$ cat src/rtl/ow_pkg.sv
// =============================================================================
// Module   : ow_pkg
// Brief    : Shared 1-Wire master types and default slot timing constants.
// Revision : 1.0
// =============================================================================
`default_nettype none

package ow_pkg;

    localparam int OW_SLOT_CYCLES      = 72;
    localparam int OW_RECOVERY_CYCLES  = 4;
    localparam int OW_BIT_STAGE_CYCLES = 71;

    typedef enum logic [1:0] {
        ST_IDLE  = 2'd0,
        ST_ISSUE = 2'd1,
        ST_WAIT  = 2'd2
    } ow_state_t;

endpackage

`default_nettype wire

$ cat src/rtl/ow_byte_serializer_if.sv
// =============================================================================
// Module   : ow_byte_serializer_if
// Brief    : Byte valid/ready channel feeding the 1-Wire byte serializer.
// Revision : 1.0
// =============================================================================
`default_nettype none

interface ow_byte_serializer_if #(
    parameter int DATA_W = 8
);
    logic              in_valid;
    logic [DATA_W-1:0] in_data;
    logic              in_ready;

    modport master (output in_valid, output in_data, input  in_ready);
    modport slave  (input  in_valid, input  in_data, output in_ready);
endinterface

`default_nettype wire

$ cat src/rtl/ow_slot_timer.sv
// =============================================================================
// Module   : ow_slot_timer
// Brief    : Loadable saturating down-counter with zero flag for slot pacing.
// Revision : 1.0
// =============================================================================
`default_nettype none

module ow_slot_timer #(
    parameter int WIDTH = 7
) (
    input  wire logic             clk,
    input  wire logic             rst,
    input  wire logic             load,
    input  wire logic [WIDTH-1:0] load_val,
    output logic                  zero
);

    logic [WIDTH-1:0] r_count;

    always_ff @(posedge clk or posedge rst) begin
        if (rst) begin
            r_count <= '0;
        end else if (load) begin
            r_count <= load_val;
        end else if (r_count != '0) begin
            r_count <= r_count - 1'b1;
        end
    end

    assign zero = (r_count == '0);

endmodule

`default_nettype wire

$ cat src/rtl/ow_byte_serializer.sv
// =============================================================================
// Module   : ow_byte_serializer
// Brief    : Buffers one byte and issues LSB-first, timer-paced bit slot requests.
// Revision : 1.0
// =============================================================================
`default_nettype none

module ow_byte_serializer
    import ow_pkg::*;
#(
    parameter int SLOT_CYCLES     = OW_SLOT_CYCLES,
    parameter int RECOVERY_CYCLES = OW_RECOVERY_CYCLES,
    parameter int DATA_W          = 8
) (
    input  wire logic                 clk,
    input  wire logic                 rst,
    ow_byte_serializer_if.slave       up,
    output logic                      bit_to_send,
    output logic                      bit_ready,
    output logic                      byte_done,
    output logic                      busy
);

    localparam int TIMER_W = $clog2(SLOT_CYCLES + RECOVERY_CYCLES);
    localparam int IDX_W   = (DATA_W > 1) ? $clog2(DATA_W) : 1;
    localparam logic [TIMER_W-1:0] C_TIMER_LOAD = TIMER_W'(SLOT_CYCLES + RECOVERY_CYCLES - 1);
    localparam logic [IDX_W-1:0]   C_LAST_IDX   = IDX_W'(DATA_W - 1);

    ow_state_t         r_state;
    ow_state_t         w_next_state;
    logic              r_hold_valid;
    logic [DATA_W-1:0] r_hold;
    logic [DATA_W-1:0] r_shift;
    logic [IDX_W-1:0]  r_bit_idx;
    logic              w_timer_zero;
    logic              w_timer_load;
    logic              w_accept;
    logic              w_last_bit;
    logic              w_slot_end;
    logic              w_load_shift;

    assign w_accept   = up.in_valid && !r_hold_valid;
    assign w_last_bit = (r_bit_idx == C_LAST_IDX);
    assign w_slot_end = (r_state == ST_WAIT) && w_timer_zero;
    // Hold is drained either from idle or straight after the last slot, so
    // consecutive bytes keep the same request spacing.
    assign w_load_shift = r_hold_valid &&
                          ((r_state == ST_IDLE) || (w_slot_end && w_last_bit));

    ow_slot_timer #(
        .WIDTH (TIMER_W)
    ) u_slot_timer (
        .clk      (clk),
        .rst      (rst),
        .load     (w_timer_load),
        .load_val (C_TIMER_LOAD),
        .zero     (w_timer_zero)
    );

    always_ff @(posedge clk or posedge rst) begin
        if (rst) begin
            r_state <= ST_IDLE;
        end else begin
            r_state <= w_next_state;
        end
    end

    always_comb begin
        w_next_state = r_state;
        case (r_state)
            ST_IDLE:  if (r_hold_valid) w_next_state = ST_ISSUE;
            ST_ISSUE: w_next_state = ST_WAIT;
            ST_WAIT: begin
                if (w_timer_zero) begin
                    if (!w_last_bit || r_hold_valid) w_next_state = ST_ISSUE;
                    else                             w_next_state = ST_IDLE;
                end
            end
            default:  w_next_state = ST_IDLE;
        endcase
    end

    always_comb begin
        bit_ready    = (r_state == ST_ISSUE);
        w_timer_load = (r_state == ST_ISSUE);
        byte_done    = w_slot_end && w_last_bit;
        busy         = (r_state != ST_IDLE) || r_hold_valid;
        bit_to_send  = r_shift[0];
        up.in_ready  = !r_hold_valid;
    end

    always_ff @(posedge clk or posedge rst) begin
        if (rst) begin
            r_hold_valid <= 1'b0;
            r_hold       <= '0;
            r_shift      <= '0;
            r_bit_idx    <= '0;
        end else begin
            if (w_accept) begin
                r_hold_valid <= 1'b1;
                r_hold       <= up.in_data;
            end else if (w_load_shift) begin
                r_hold_valid <= 1'b0;
            end

            if (w_load_shift) begin
                r_shift   <= r_hold;
                r_bit_idx <= '0;
            end else if (w_slot_end && !w_last_bit) begin
                r_shift   <= r_shift >> 1;
                r_bit_idx <= r_bit_idx + 1'b1;
            end
        end
    end

endmodule

`default_nettype wire

$ cat src/flat_wrapper.sv
// flat-port wrapper written by rule: the top's interface ports become plain ports
module ow_byte_serializer_flat import ow_pkg::*;
#(
    parameter int SLOT_CYCLES     = OW_SLOT_CYCLES,
    parameter int RECOVERY_CYCLES = OW_RECOVERY_CYCLES,
    parameter int DATA_W          = 8
)
  (clk, rst, bit_to_send, bit_ready, byte_done, busy, up_in_valid, up_in_data, up_in_ready);
  ow_byte_serializer_if #(.DATA_W(DATA_W)) up_i ();
  input  wire logic clk;
  input  wire logic rst;
  output logic bit_to_send;
  output logic bit_ready;
  output logic byte_done;
  output logic busy;
  input wire logic [$bits(up_i.in_valid)-1:0] up_in_valid;
  input wire logic [$bits(up_i.in_data)-1:0] up_in_data;
  output wire logic [$bits(up_i.in_ready)-1:0] up_in_ready;
  assign up_i.in_valid = up_in_valid;
  assign up_i.in_data = up_in_data;
  assign up_in_ready = up_i.in_ready;
  ow_byte_serializer #(.SLOT_CYCLES(SLOT_CYCLES), .RECOVERY_CYCLES(RECOVERY_CYCLES), .DATA_W(DATA_W)) u_core (.clk(clk), .rst(rst), .up(up_i), .bit_to_send(bit_to_send), .bit_ready(bit_ready), .byte_done(byte_done), .busy(busy));
endmodule
$ cat config.mk
export PLATFORM = sky130hd
export DESIGN_NAME = ow_byte_serializer_flat
export DESIGN_NICKNAME = d
export VERILOG_FILES = /design/src/rtl/ow_pkg.sv /design/src/rtl/ow_byte_serializer_if.sv /design/src/rtl/ow_slot_timer.sv /design/src/rtl/ow_byte_serializer.sv /design/src/flat_wrapper.sv
export SDC_FILE = /design/constraint.sdc
export NUM_CORES = 1
export LEC_CHECK = 0
export ABC_AREA = 1
export CORE_MARGIN = 3
export CORE_UTILIZATION = 50
export CTS_CLUSTER_SIZE = 28
export DETAILED_ROUTE_END_ITERATION = 10
export PLACE_DENSITY_LB_ADDON = 0.15
export SYNTH_ARGS = -nofsm -noshare
export SYNTH_HDL_FRONTEND = slang
export SYNTH_HIERARCHICAL = 1
export SYNTH_SLANG_ARGS = --single-unit
$ cat constraint.sdc
create_clock -name clk -period 3.85 [get_ports clk]
set_input_delay 0.77 -clock clk [delete_from_list [all_inputs] [get_ports clk]]
set_output_delay 0.77 -clock clk [all_outputs]
set_load 0.1 [all_outputs]
## Word-level counts from Yosys, hierarchy flattened

Index checks and enable logic that the tools add are counted.

- Register bits: 29
- Input bits: 11
- Output and inout bits: 5
- Logic and storage cells: 43

- $add $sub $neg: 2
- Equality and inequality tests: 5
- Mux-type cells: 12
- Reduce and logical (&&, ||, !) cells: 18

Operator list:

| cell | count |
|---|---|
| two-way mux 8 bit | 2 |
| two-way mux 7 bit | 2 |
| nonzero test 2 bit | 4 |
| zero test 7 bit | 1 |
| nonzero test 7 bit | 1 |
| subtractor 7 x 1 -> 7 bit, second input constant | 1 |
| two-way mux 3 bit | 2 |
| one-hot mux 2 bit (3 select lines) | 1 |
| logical AND 1 bit | 5 |
| two-way mux 2 bit | 2 |
| != test 2 x 1 -> 1 bit, second input constant | 2 |
| adder 3 x 1 -> 3 bit, second input constant | 1 |
| equality test 3 bit, second input constant | 1 |
| logical OR 1 bit | 3 |
| two-way mux 1 bit | 3 |
| equality test 2 x 1 -> 1 bit, second input constant | 1 |
| equality test 2 bit, second input constant | 1 |
| zero test 1 bit | 2 |
| zero test 2 bit | 1 |
| AND reduction 2 bit | 1 |

## Depth between registers and ports, before layout

- Depth after elaboration: 7
- Depth in mapped cells: 10
- Gate-level depth less buffers: 9

## By module

Netlist, hierarchy kept.

Modules (own cells, without submodules):

| module | times used | cells an instance | area an instance (sq um) | sequential area each (sq um) |
|---|---|---|---|---|
| ow_byte_serializer | 1 | 102 | 1003.5 | 550.5 |
| ow_slot_timer | 1 | 69 | 514.2 | 175.2 |

## Least setup slack after synthesis

Ideal clock, no wire load.

- Path kind: reg-to-output
- Start: register u_core.r_hold_valid
- End: output port busy
- Arrival: 2.009 ns
- Data required time: 3.080 ns
- Path slack: 1.071 ns
- Stages on the path, launching flop included: 3
- Path buffers: 0
- Path through: dfrtp_1 inv_1 nand3_1

- Longest elaborated chain between the ends: 1

RTL lines:

| item | line | source |
|---|---|---|
| start: declaration | ow_byte_serializer.sv:31 | `logic r_hold_valid;` |
| start signal: assignment | ow_byte_serializer.sv:94 | `r_hold_valid <= 1'b0;` |
| start signal: assignment | ow_byte_serializer.sv:100 | `r_hold_valid <= 1'b1;` |
| start signal: assignment | ow_byte_serializer.sv:103 | `r_hold_valid <= 1'b0;` |
| logical OR 1 bit | ow_byte_serializer.sv:87 | `busy = (r_state != ST_IDLE) \|\| r_hold_valid;` |
| end: declaration | flat_wrapper.sv:15 | `output logic busy;` |

No other way between the ends.

## Worst setup path in the final report

- Start: register u_core.r_hold_valid
- End: output port up_in_ready

- Longest elaborated chain between the ends: 1

RTL lines:

| item | line | source |
|---|---|---|
| zero test 1 bit | ow_byte_serializer.sv:89 | `up.in_ready = !r_hold_valid;` |
| end: declaration | flat_wrapper.sv:18 | `output wire logic [$bits(up_i.in_ready)-1:0] up_in_ready;` |

No other way between the ends.

==> metrics.cfg <==
[logic_synthesis]
synth-adder-area-share_pct = 3.298
synth_compound_area_share_pct = 6.430
synth_top_family_by_area = simple AND/OR/NAND/NOR gates
ys_ff_latch = 29
synth.avg_cell_area_sq_um = 8.875
netlist_area_sq_um = 1518
async_flop_share_pct = 100.0
synth_cells = 171
ys_types = 26
synth_edf_count = 0
synth_mux_area_share_pct = 5.936
ys_warn_count = 6
synth_xor_area_share_pct = 0.5771
synth_flop_cell = dfrtp_1
synth-simple-area-share_pct = 28.69
yosysSeqAreaShare_pct = 47.82

[detailed_routing]
viasPerCell = 5.212
drc = 0
initialDrtViolationCount = 50
firstDrtPassIters = 4
vias = 1178
ant_nets = 0
post_drt_wl_per_cell_microns = 12.56
wl_mm = 2.839

[outcome]
status = finished clean

[cells_and_area]
fin_util_pct = 62.41
n_antenna_cell = 0
fillers = 245
instances_no_fill = 226
fin_nets = 209
final_area_sq_um = 1765
drive_gt1_share_pct = 16.92
regArea_sq_um = 725.7
multi_input_comb_area_sq_um = 708.2
syn_to_final_growth_pct = 16.32

[floorplan]
io-pin-count = 16
dieWidth_microns = 61.10
coreArea_sq_um = 2829
start_util_pct = 53.65
dieArea_sq_um = 3733
rows = 19
die_h_microns = 61.10

[sta]
clock.fmax_mhz = 336.3
setup-tns-final_ns = 0
fin_hold_ws_ns = 0.5005
finalHoldViolCount = 0
tightest_slew_ns = 0.9617
finalCritPeriodShare_pct = 77.24
layout_min_cycle_time_ns = 2.974
finalMaxSlewViolations = 0
clock_skew_ns = 0.007118
slew-limit-headroom_pct = 35.68
rsz0062_at_grt = false
setup_viol = 0

[clock_network]
cts_root_buf = clkbuf_4
ctsResizeCount = 0
clock-sinks = 29
clock_latency_ns = 0.32
clk_path_buf_depth = 2
hold_buffers = 0
post_cts_buffers = 0
cts_max_level = 2
cts_tree = yes
cts_made_buffers = 5
cts.clk_slew.worst_paths_ns = 0.09

[critical_path]
crit_path_start_kind = flip-flop
crit_fanout = 11
cp_data_required_time_ns = 3.08
end_kind = output pin
reg2reg_from = u_core/u_slot_timer/r_count[0]
r2r_slack_ns = 1.96
r2r_cells = 9
worst-setup-path-type = flip-flop to output pin
timing.rr.end = u_core/r_shift[6]
cp.arrival_ns = 2.20

[power]
ir_drop_uv = 375.2
p_seq_share_pct = 36.8
p_comb_share_pct = 46.1
switching_share_pct = 45.65
p_per_area_nw_per_um2 = 850.8
p_int_mw = 0.8164
p_sw_mw = 0.6857
clkPwrFrac_pct = 17.1
leakage_nw = 0.9160

[global_routing]
gr-total-overflow = 0
grt_max_degree = 23
grt.total_usage_pct = 18.81
grt_pass1_wl_mm = 5.037
grt_antenna_before_repair = 0
grt_pass1_vias = 1124

[place]
place_inst = 218
dpl_cell_area_sq_um = 1680
portBuffers = 15
hpwlAfterDp_mm = 2.112
gp_congestion = 0.8224

[worst_hold_path]
hp-class = flip-flop to flip-flop
worstHoldStart = u_core/r_shift[2]
whs_endpoint = u_core/r_shift[1]
hold_depth = 2

[run]
maxCapViolations = 0

final cells by class:
cell class | count | area share, %
clock buffers | 7 | 3.118
clock inverters | 1 | 1.701
inverters | 17 | 3.685
multi-input cells | 126 | 40.11
flip-flops and latches | 29 | 41.11
well taps | 31 | 2.197
repair buffers | 15 | 8.079
worst max-delay path by stage:
stage | startpoint | endpoint | cells past startpoint
after global routing | u_core/r_hold_valid | up_in_ready | 2
after CTS | u_core/r_hold_valid | up_in_ready | 2
after floorplan | u_core/r_hold_valid | busy | 2
after global placement | u_core/r_hold_valid | up_in_ready | 2
final | u_core/r_hold_valid | up_in_ready | 2
after detailed placement | u_core/r_hold_valid | up_in_ready | 2
metrics by stage:
stage / power [mW] / setup slack [ns]
2_1_floorplan: 1.128 / 1.071
3_3_place_gp: 1.216 / 1.280
3_5_place_dp: 1.252 / 1.241
4_1_cts: 1.520 / 0.8737
5_1_grt: 1.633 / 0.7954
6_report: 1.502 / 0.8763
synthesized netlist by cell type (3+ instances only):
cell,n,area share (%)
inv_1,15,3.7
o21ai_0,8,2.6
mux2_2,8,5.9
nand3_1,23,7.6
nor2_1,9,2.2
nand2_1,41,10
ha_1,4,3.3
dfrtp_1,29,48
o21ai_1,7,2.3
nand4_1,3,1.2
worst max-delay path, stage by stage, from the launching register on:
cell and delay, ns:
dfrtp_1 0.52, inv_1 0.20, clkdlybuf4s50_1 1.16
state kept, by name, summed over array words and instances, names as in the netlist:
name                         count
u_core/r_bit_idx                 3
u_core/r_hold                    8
u_core/r_hold_valid              1
u_core/r_shift                   8
u_core/r_state                   2
u_core/u_slot_timer/r_count      7
logic make-up after synthesis:
logic type	count (synthesis)
xor gates and xnor gates	1
adders and majority gates	4
and+or+nand+nor	88
other	2
AOI/OAI and AO/OA	18
muxes	8
buffers and inverters	21
DFF	29
per-layer routing:
layer	up-vias	track usage, %	share of wire, %
met4	0	9.288	2.0
met5	-	0	0
met1	546	23.42	43
met3	8	4.612	5.1
met2	26	30.51	50
li1	598	-	-
placed cells by master, fill, tap and decap left out, drive strengths merged:
cell type / instances
bufinv: 1
conb: 7
nand3: 24
clkbuf: 7
nor2: 13
nand4: 3
clkinv: 1
clkdlybuf4s50: 12
ha: 4
o21ai: 17
buf: 3
dfrtp: 29
xor2: 1
nand2: 45
or2: 2
inv: 16
mux2: 8
a21oi: 1
nand3b: 1
power groups by stage:
stage | Combinational, mW | Sequential [mW] | Clock (mW)
6_report | 0.693 | 0.552 | 0.257
2_1_floorplan | 0.585 | 0.543 | 0
4_1_cts | 0.702 | 0.552 | 0.266
5_1_grt | 0.781 | 0.571 | 0.281
3_5_place_dp | 0.697 | 0.555 | 0
3_3_place_gp | 0.668 | 0.548 | 0
(Power assumes the default switching activity.)
